$ cat config.mk
export PLATFORM = sky130hd
export DESIGN_NAME = seg7_scan_driver_flat
export DESIGN_NICKNAME = d
export VERILOG_FILES = /design/src/rtl/seg7_scan_driver_pkg.sv /design/src/rtl/seg7_scan_driver_if.sv /design/src/rtl/seg7_scan_driver_bcd_to_seg7.sv /design/src/rtl/seg7_scan_driver.sv /design/src/flat_wrapper.sv
export SDC_FILE = /design/constraint.sdc
export NUM_CORES = 1
export LEC_CHECK = 0
export BUFFER_PORTS_ARGS = -buffer_cell sky130_fd_sc_hd__buf_2
export CAP_MARGIN = 20
export CORE_MARGIN = 3
export CORE_UTILIZATION = 50
export DETAILED_ROUTE_END_ITERATION = 10
export GPL_TIMING_DRIVEN = 0
export PLACE_DENSITY = 0.83
export SYNTH_ARGS = -nofsm -noshare
export SYNTH_HDL_FRONTEND = slang
export SYNTH_SLANG_ARGS = --single-unit
$ cat constraint.sdc
create_clock -name clk -period 2.4 [get_ports clk]
set_clock_uncertainty 0.2 [all_clocks]
set_input_delay 0.36 -clock clk [delete_from_list [all_inputs] [get_ports clk]]
set_output_delay 0.36 -clock clk [all_outputs]
set_load 0.01 [all_outputs]
$ cat src/rtl/seg7_scan_driver_pkg.sv
// ---------------------------------------------------------------------------
// clock_disp_pkg
// Shared types and constants for the clock display path: BCD digit codes,
// active-low segment patterns {g,f,e,d,c,b,a} and the digit lookup table.
// No ports (package).
// ---------------------------------------------------------------------------
package clock_disp_pkg;

  typedef logic [3:0] bcd_t;
  typedef logic [6:0] seg_t;

  // Code the upstream mux sends for a dark digit (blink-off phase, reset)
  localparam bcd_t BCD_BLANK = 4'b1111;

  localparam seg_t SEG_BLANK = 7'b1111111;
  localparam seg_t SEG_DASH  = 7'b0111111;

  // Active-low patterns for decimal digits 0..9, bit order {g,f,e,d,c,b,a}
  localparam seg_t SEG_DIGITS [10] = '{
    7'b1000000, 7'b1111001, 7'b0100100, 7'b0110000, 7'b0011001,
    7'b0010010, 7'b0000010, 7'b1111000, 7'b0000000, 7'b0010000
  };

endpackage

$ cat src/rtl/seg7_scan_driver_if.sv
// ---------------------------------------------------------------------------
// seg7_scan_driver_if
// Bundles the digit inputs and the display outputs of seg7_scan_driver.
//   bcd3..bcd0  : digit codes from the view mux (bcd3 leftmost)
//   dp_colon    : colon request (only with SEG7_COLON_DP_EN defined)
//   an_n        : active-low one-hot digit anodes
//   seg_n       : active-low segments {g,f,e,d,c,b,a}
//   dp_n        : active-low decimal point
//   frame_start : one-cycle pulse when a new snapshot is taken
// modport master = digit source / display observer, modport slave = driver.
// Optional feature macro: SEG7_COLON_DP_EN
// ---------------------------------------------------------------------------
interface seg7_scan_driver_if;
  import clock_disp_pkg::*;

  bcd_t       bcd0;
  bcd_t       bcd1;
  bcd_t       bcd2;
  bcd_t       bcd3;
`ifdef SEG7_COLON_DP_EN
  logic       dp_colon;
`endif
  logic [3:0] an_n;
  seg_t       seg_n;
  logic       dp_n;
  logic       frame_start;

`ifdef SEG7_COLON_DP_EN
  modport master (output bcd0, bcd1, bcd2, bcd3, dp_colon,
                  input  an_n, seg_n, dp_n, frame_start);
  modport slave  (input  bcd0, bcd1, bcd2, bcd3, dp_colon,
                  output an_n, seg_n, dp_n, frame_start);
`else
  modport master (output bcd0, bcd1, bcd2, bcd3,
                  input  an_n, seg_n, dp_n, frame_start);
  modport slave  (input  bcd0, bcd1, bcd2, bcd3,
                  output an_n, seg_n, dp_n, frame_start);
`endif

endinterface

$ cat src/rtl/seg7_scan_driver_bcd_to_seg7.sv
// ---------------------------------------------------------------------------
// bcd_to_seg7
// Purely combinational decoder from a 4-bit digit code to an active-low
// 7-segment pattern: 0..9 digits, 10..14 a dash, 15 blank.
//   i_bcd : digit code
//   o_seg : segments {g,f,e,d,c,b,a}, active-low
// ---------------------------------------------------------------------------
module bcd_to_seg7
  import clock_disp_pkg::*;
(
  input  bcd_t i_bcd,
  output seg_t o_seg
);

  // Codes above 9 are not digits: the blank code gets a dark digit so the
  // blink-off phase works, every other invalid code shows a dash so a bad
  // upstream value is visible rather than silently hidden.
  always_comb begin
    o_seg = SEG_DASH;
    if (i_bcd == BCD_BLANK) begin
      o_seg = SEG_BLANK;
    end else if (i_bcd < 4'd10) begin
      o_seg = SEG_DIGITS[i_bcd];
    end
  end

endmodule

$ cat src/rtl/seg7_scan_driver.sv
// ---------------------------------------------------------------------------
// seg7_scan_driver
// Time-multiplexed 4-digit 7-segment driver. Snapshots the four digit codes
// once per frame, lights one digit per slot of SCAN_DIV cycles, and keeps
// all anodes off for the first DEAD_CYCLES of each slot to avoid ghosting.
//   clk   : system clock
//   rst_n : synchronous active-low reset
//   bus   : seg7_scan_driver_if.slave (digits in, anodes/segments out)
// Parameters: SCAN_DIV (cycles per slot, >= 2),
//             DEAD_CYCLES (dark cycles per slot, 1 <= DEAD_CYCLES < SCAN_DIV)
// Optional feature macro: SEG7_COLON_DP_EN (adds dp_colon, lit in slot 2)
// ---------------------------------------------------------------------------
module seg7_scan_driver
  import clock_disp_pkg::*;
#(
  parameter int SCAN_DIV    = 50000,
  parameter int DEAD_CYCLES = 500
)
(
  input  logic                clk,
  input  logic                rst_n,
  seg7_scan_driver_if.slave   bus
);

  localparam int             CW       = (SCAN_DIV > 1) ? $clog2(SCAN_DIV) : 1;
  localparam logic [CW-1:0]  CNT_LAST = CW'(SCAN_DIV - 1);
  localparam logic [CW-1:0]  CNT_ONE  = CW'(1);
  localparam logic [CW-1:0]  DEAD_LIM = CW'(DEAD_CYCLES);

  logic [CW-1:0] r_cnt;
  logic [1:0]    r_idx;
  bcd_t          r_snap [4];
  logic          r_frameStart;
  logic [3:0]    r_anN;
  seg_t          r_segN;

  logic          w_frameLoad;
  logic          w_dark;
  bcd_t          w_digit;
  seg_t          w_seg;

`ifdef SEG7_COLON_DP_EN
  logic          r_colon;
  logic          r_dpN;
`endif

  // A frame begins at the first cycle of slot 0. Dead time is guaranteed
  // there, so reloading the snapshot never changes a lit digit.
  assign w_frameLoad = (r_cnt == '0) && (r_idx == 2'd0);
  assign w_dark      = (r_cnt < DEAD_LIM);
  assign w_digit     = r_snap[r_idx];

  bcd_to_seg7 u_decode (
    .i_bcd (w_digit),
    .o_seg (w_seg)
  );

  // Slot counter and digit index. The index advances on the last cycle of
  // each slot and wraps naturally from 3 to 0 in two bits.
  always_ff @(posedge clk) begin
    if (!rst_n) begin
      r_cnt <= '0;
      r_idx <= 2'd0;
    end else if (r_cnt == CNT_LAST) begin
      r_cnt <= '0;
      r_idx <= r_idx + 2'd1;
    end else begin
      r_cnt <= r_cnt + CNT_ONE;
    end
  end

  // Frame snapshot: all digits are latched together so a value changing
  // mid-frame never shows half old and half new.
  always_ff @(posedge clk) begin
    if (!rst_n) begin
      for (int i = 0; i < 4; i++) r_snap[i] <= BCD_BLANK;
      r_frameStart <= 1'b0;
    end else begin
      if (w_frameLoad) begin
        r_snap[0] <= bus.bcd0;
        r_snap[1] <= bus.bcd1;
        r_snap[2] <= bus.bcd2;
        r_snap[3] <= bus.bcd3;
      end
      r_frameStart <= w_frameLoad;
    end
  end

  // Registered display outputs, computed from this cycle's counter, index
  // and snapshot so the pins are glitch-free.
  always_ff @(posedge clk) begin
    if (!rst_n) begin
      r_anN  <= 4'b1111;
      r_segN <= SEG_BLANK;
    end else if (w_dark) begin
      r_anN  <= 4'b1111;
      r_segN <= SEG_BLANK;
    end else begin
      r_anN  <= ~(4'b0001 << r_idx);
      r_segN <= w_seg;
    end
  end

`ifdef SEG7_COLON_DP_EN
  // Colon request is captured with the digits and shown as the decimal
  // point of digit 2, i.e. between bcd2 and bcd1, only while that digit is lit.
  always_ff @(posedge clk) begin
    if (!rst_n) begin
      r_colon <= 1'b0;
      r_dpN   <= 1'b1;
    end else begin
      if (w_frameLoad) r_colon <= bus.dp_colon;
      r_dpN <= !(!w_dark && (r_idx == 2'd2) && r_colon);
    end
  end

  assign bus.dp_n = r_dpN;
`else
  assign bus.dp_n = 1'b1;
`endif

  assign bus.an_n        = r_anN;
  assign bus.seg_n       = r_segN;
  assign bus.frame_start = r_frameStart;

endmodule
$ cat src/flat_wrapper.sv
// flat-port wrapper written by rule: the top's interface ports become plain ports
module seg7_scan_driver_flat import clock_disp_pkg::*;
#(
  parameter int SCAN_DIV    = 50000,
  parameter int DEAD_CYCLES = 500
)
  (clk, rst_n, bus_bcd0, bus_bcd1, bus_bcd2, bus_bcd3, bus_an_n, bus_seg_n, bus_dp_n, bus_frame_start);
  seg7_scan_driver_if bus_i ();
  input  logic clk;
  input  logic rst_n;
  input wire logic [$bits(bus_i.bcd0)-1:0] bus_bcd0;
  input wire logic [$bits(bus_i.bcd1)-1:0] bus_bcd1;
  input wire logic [$bits(bus_i.bcd2)-1:0] bus_bcd2;
  input wire logic [$bits(bus_i.bcd3)-1:0] bus_bcd3;
  output wire logic [$bits(bus_i.an_n)-1:0] bus_an_n;
  output wire logic [$bits(bus_i.seg_n)-1:0] bus_seg_n;
  output wire logic [$bits(bus_i.dp_n)-1:0] bus_dp_n;
  output wire logic [$bits(bus_i.frame_start)-1:0] bus_frame_start;
  assign bus_i.bcd0 = bus_bcd0;
  assign bus_i.bcd1 = bus_bcd1;
  assign bus_i.bcd2 = bus_bcd2;
  assign bus_i.bcd3 = bus_bcd3;
  assign bus_an_n = bus_i.an_n;
  assign bus_seg_n = bus_i.seg_n;
  assign bus_dp_n = bus_i.dp_n;
  assign bus_frame_start = bus_i.frame_start;
  seg7_scan_driver #(.SCAN_DIV(SCAN_DIV), .DEAD_CYCLES(DEAD_CYCLES)) u_core (.clk(clk), .rst_n(rst_n), .bus(bus_i));
endmodule
After elaboration in Yosys (flattened, before gate mapping):

Memories as Yosys holds them, arrays and structs flattened. A register that Yosys moved wholly into a read port is not among the register bits.
Cells that the tools add are included.

* register bits after elaboration: 30
* bits in writable memories: 16
* ROM bits: 112
* input port bits: 18
* word-level logic and storage cells: 44
* memories: 2

* add/subtract/negate cells: 2
* magnitude comparators: 3
* eq/ne operators: 2
* shifts and indexed selects: 1
* multiplexer cells: 13
* bitwise operators: 8
* reduce and logical (&&, ||, !) cells: 7

Memory list
* (name not given): depth 16, width 7, rd ports 1, clocked after memory_dff 0, write ports 0, RTL line seg7_scan_driver_bcd_to_seg7.sv:23 `o_seg = SEG_DIGITS[i_bcd];`
* u_core.r_snap: depth 4, width 4, rd ports 1, clocked after memory_dff 1, write ports 4, RTL line seg7_scan_driver.sv:32 `bcd_t r_snap [4];`

Operators by type and width (count)
* two-way mux 7 bit: 3
* adder 16 x 1 -> 16 bit, second input constant: 1
* equality test 16 bit, second input constant: 1
* zero test 16 bit: 1
* less-than comparator 16 x 9 -> 1 bit, second input constant: 1
* two-way mux 4 bit: 4
* greater-or-equal comparator 5 bit, second input constant: 1
* inverter 4 -> 5 bit: 1
* equality test 4 bit, second input constant: 1
* less-than comparator 4 bit, second input constant: 1
* two-way mux 1 bit: 4
* two-way mux 2 bit: 2
* inverter 4 bit: 1
* bitwise OR 1 bit: 4
* OR reduction 2 bit: 2
* OR reduction 4 bit: 1
* left shift 1 x 2 -> 4 bit, first input constant: 1
* OR reduction 3 bit: 1
* adder 2 x 1 -> 2 bit, second input constant: 1
* zero test 2 bit: 1
* inverter 1 bit: 2
* logical AND 1 bit: 1

Depth between registers and ports, before layout:

* word-level depth: 6
* gate-level depth with buffers: 7
* depth with buffers taken out: 6

Hierarchy:

From an unflattened synthesis, not the netlist that was laid out.

* cells, all modules: 203
* area total of the unflattened synthesis: 2183.3 µm²

By module, submodules not included
* seg7_scan_driver: times used 1, cells an instance 175, area an instance 1961.9 µm², sequential area each 1121.1 µm²
* bcd_to_seg7: times used 1, cells an instance 28, area an instance 221.5 µm², sequential area each 0.0 µm²

Worst setup path before layout:

No wires, ideal clock.

* path kind: register to register
* start: reg u_core.r_idx[0]
* end: mem u_core.r_snap[1][0] (netlist name), data pin
* arrival: 1.814 ns
* required time: 1.938 ns
* slack: 0.124 ns
* stages on the path, launching flop included: 8
* cells stage by stage: dfxtp_1 > inv_1 > ha_1 > or4bb_1 > nor4_2 > nand3_2 > clkbuf_1 > or2_2

RTL lines
* start: declaration: RTL line seg7_scan_driver.sv:31 `logic [1:0] r_idx;`
* start signal: assignment: RTL line seg7_scan_driver.sv:66 `r_idx <= r_idx + 2'd1;`
* end: declaration: RTL line seg7_scan_driver.sv:32

==> reports/results.ini <==
[run_status]
outcome=complete, no violations

[yosys]
synth_edf_count=16
avgSynthCellArea_sq_um=11.0
async_flop_share=0
syn-num-nets=222
ys_types=37
ys_seq_elements=48
yosys_most_used_dff=dfxtp_1
syn_inst=194
synth_area_sq_mm=0.00214
synth-seq-area-share=0.523
ys_warn_count=0

[setup_path]
cp-start-kind=flip-flop
critPathBufInv=2
r2r.worst_path.cells=7
cp_cell_sequence=inv_2 > ha_4 > or4bb_4 > nor4_4 > nand3_4 > buf_4 > or2_2
worstSetupEndpointType=flip-flop
slowest_delay_ns=0.53
worstPathRequired_ns=2.25
worstPathArrival_ns=2.19
worst-path-max-fanout=5
cp_top_family=simple AND/OR/NAND/NOR gates
criticalPathCategory=flip-flop to flip-flop
slowest_stage=or4bb_4
r2r-end=u_core.r_snap[0][0]$_SDFFCE_PN1P_
rrSetupSlack_ns=0.06
timing.rr.start=u_core.r_cnt[1]$_SDFF_PP0_

[hold_path]
min_path_type=input port to flip-flop
hold_depth=2
hp-start=bus_bcd3[2]
holdPathEnd=u_core.r_snap[3][2]$_SDFFCE_PN1P_

[routing]
routed_wl_um=3900
ant_nets=0
dr.pass1.iters=6
viasPerCell=5.19
drtIter0Drc=90
drc=0
wire_per_inst_um=13.5
vias=1504

[grt]
overflow=0
antenna_found_initial=0
track_usage=0.163
grt_pass1_wl_um=6530
grt_max_degree=17
grt_pass1_vias=1474

[placement]
placed_area_sq_mm=0.00235
dpl.hpwl_um=2580
io_buffers=29
gp_congestion=0.812

[timing]
hold_violations=0
setup_tns_ns=0
fmax_mhz=427
holdWs_ns=0.118
setup_viol=0
drv_slew=0
fin_crit_ns=2.34
period_share=0.975

[clock_network]
clk_latency_ns=0.30
cts.path.max_buffers=2
postCtsHoldBufs=0
cts_tree=yes
numCtsBuffers=5
htree_levels=2
cts.root.buffer_cell=clkbuf_8
path_clk_slew_ns=0.08
cts.sinks=48

[floorplanning]
die-area_sq_mm=0.00511
die_h_um=71.5
core_sq_mm=0.00406
rows=23
die_x_um=71.5
start_util=0.528
boundaryPins=31

[finish]
final_common_cell=buf_2
regArea_sq_mm=0.00113
num_antenna_cells=0
drive_above_1_share=0.375
multiInputGateArea_sq_um=976
fill_cells=326
area_delta_synth_final_pct=21.0
layout_common_cells=buf_2 (30), dfxtp_1 (28), nor2_1 (18)
fin_nets=267
fin_area_sq_mm=0.00259

[power_and_ir_drop]
p_switching_uw=341
p_per_area_mw_per_mm2=616
clockPowerShare=0.354
pwr-share-comb=0.095
switching_share=0.214
p_leak_uw=0.00100
peakVddDrop_mv=0.490
seq_power_share=0.551
intPower_uw=1250

[flow_run]
maxCapViolCount=0

## state kept, by name (all words and copies together), names as in the netlist, named ones only
signal / count
u_core.bus.seg_n: 7
u_core.r_snap: 16
u_core.r_idx: 2
u_core.r_cnt: 16
u_core.bus.an_n: 4
u_core.bus.frame_start: 1
## worst max path at each step
stage | startpoint | endpoint | slack [ns] | cells past startpoint
after floorplan | u_core.r_idx[0]$_SDFFE_PN0P_ | u_core.r_snap[1][0]$_SDFFCE_PN1P_ | 0.12 | 7
after global placement | u_core.r_idx[0]$_SDFFE_PN0P_ | u_core.r_snap[1][0]$_SDFFCE_PN1P_ | -0.12 | 7
after detailed placement | u_core.r_idx[0]$_SDFFE_PN0P_ | u_core.r_snap[1][0]$_SDFFCE_PN1P_ | -0.13 | 7
after CTS | u_core.r_idx[1]$_SDFFE_PN0P_ | u_core.r_snap[2][2]$_SDFFCE_PN1P_ | 0.008 | 7
after global routing | u_core.r_cnt[1]$_SDFF_PP0_ | u_core.r_snap[0][0]$_SDFFCE_PN1P_ | -0.009 | 7
final | u_core.r_cnt[1]$_SDFF_PP0_ | u_core.r_snap[0][0]$_SDFFCE_PN1P_ | 0.06 | 7
## worst register-to-register path, delay by kind of cell (launching register included)
kind          cells  cell delay [ns]
simple gates      4             1.18
flops             1             0.33
fa+ha+maj         1             0.13
buf+inv           2             0.24
## Yosys cell counts (2+ instances only)
| master | number | share of area |
|---|---|---|
| a21oi_1 | 9 | 0.021 |
| and2_1 | 2 | 0.0058 |
| and4_1 | 4 | 0.016 |
| buf_6 | 2 | 0.011 |
| clkbuf_1 | 3 | 0.0053 |
| dfxtp_1 | 32 | 0.30 |
| edfxtp_1 | 16 | 0.22 |
| ha_1 | 10 | 0.058 |
| inv_1 | 11 | 0.019 |
| mux4_2 | 4 | 0.042 |
| nand2_1 | 11 | 0.019 |
| nand3_1 | 7 | 0.016 |
| nand4_1 | 6 | 0.018 |
| nor2_1 | 18 | 0.032 |
| nor3b_1 | 2 | 0.0070 |
| o21ai_0 | 9 | 0.021 |
| or2_2 | 17 | 0.050 |
| xnor2_1 | 2 | 0.0082 |
| xor2_1 | 11 | 0.045 |
## metrics by stage
step	power [uW]	worst slack, ns	utilization	cells
2_1_floorplan	970	0.124	-	194
3_3_place_gp	1000	-0.124	0.579	273
3_5_place_dp	1010	-0.135	0.579	273
4_1_cts	1600	0.00795	0.633	290
5_1_grt	1660	-0.00854	0.639	290
6_report	1600	0.0602	0.639	290
## kinds of logic after synthesis
| kind of cell | count (synthesis) | synth area share |
|---|---|---|
| compound gates | 22 | 0.0608 |
| xor+xnor | 13 | 0.0532 |
| fa+ha+maj | 10 | 0.0584 |
| buf+inv | 18 | 0.0409 |
| flops | 48 | 0.523 |
| mux | 5 | 0.0467 |
| other cells | 1 | 0.00175 |
| simple gates | 77 | 0.215 |
## what timing repair did
item | 4_1_cts | 5_1_grt
cloned | 1 | 0
gates resized for setup | 16 | 7
setup endpoints to repair | 25 | 32
setup buffers | 8 | 0
pin swaps | 4 | 3
## layout make-up
class,count,share of cell area
sequential,48,0.435
inverter,11,0.0159
clock buffer,6,0.0280
buffer,7,0.0222
clock inverter,2,0.0135
tap,50,0.0241
multi-input combinational,128,0.377
timing repair buffer,38,0.0850
## routing by layer
layer | vias to the layer above | routed length (um) | track usage | share of wire
met5 | - | 0 | 0 | 0
met4 | 0 | 61 | 0.0522 | 0.016
li1 | 760 | - | - | -
met2 | 38 | 1890 | 0.267 | 0.48
met1 | 700 | 1740 | 0.205 | 0.45
met3 | 6 | 204 | 0.0533 | 0.052
## power by group through the flow
stage               sequential (uW)  combinational [uW]  clock [uW]
floorplan                       895                74.6           0
CTS                             879                 141         575
global placement                896                 104           0
detailed placement              898                 109           0
global route                    882                 169         611
finish                          879                 152         565
No activity file was read; power rests on OpenSTA's default activity.
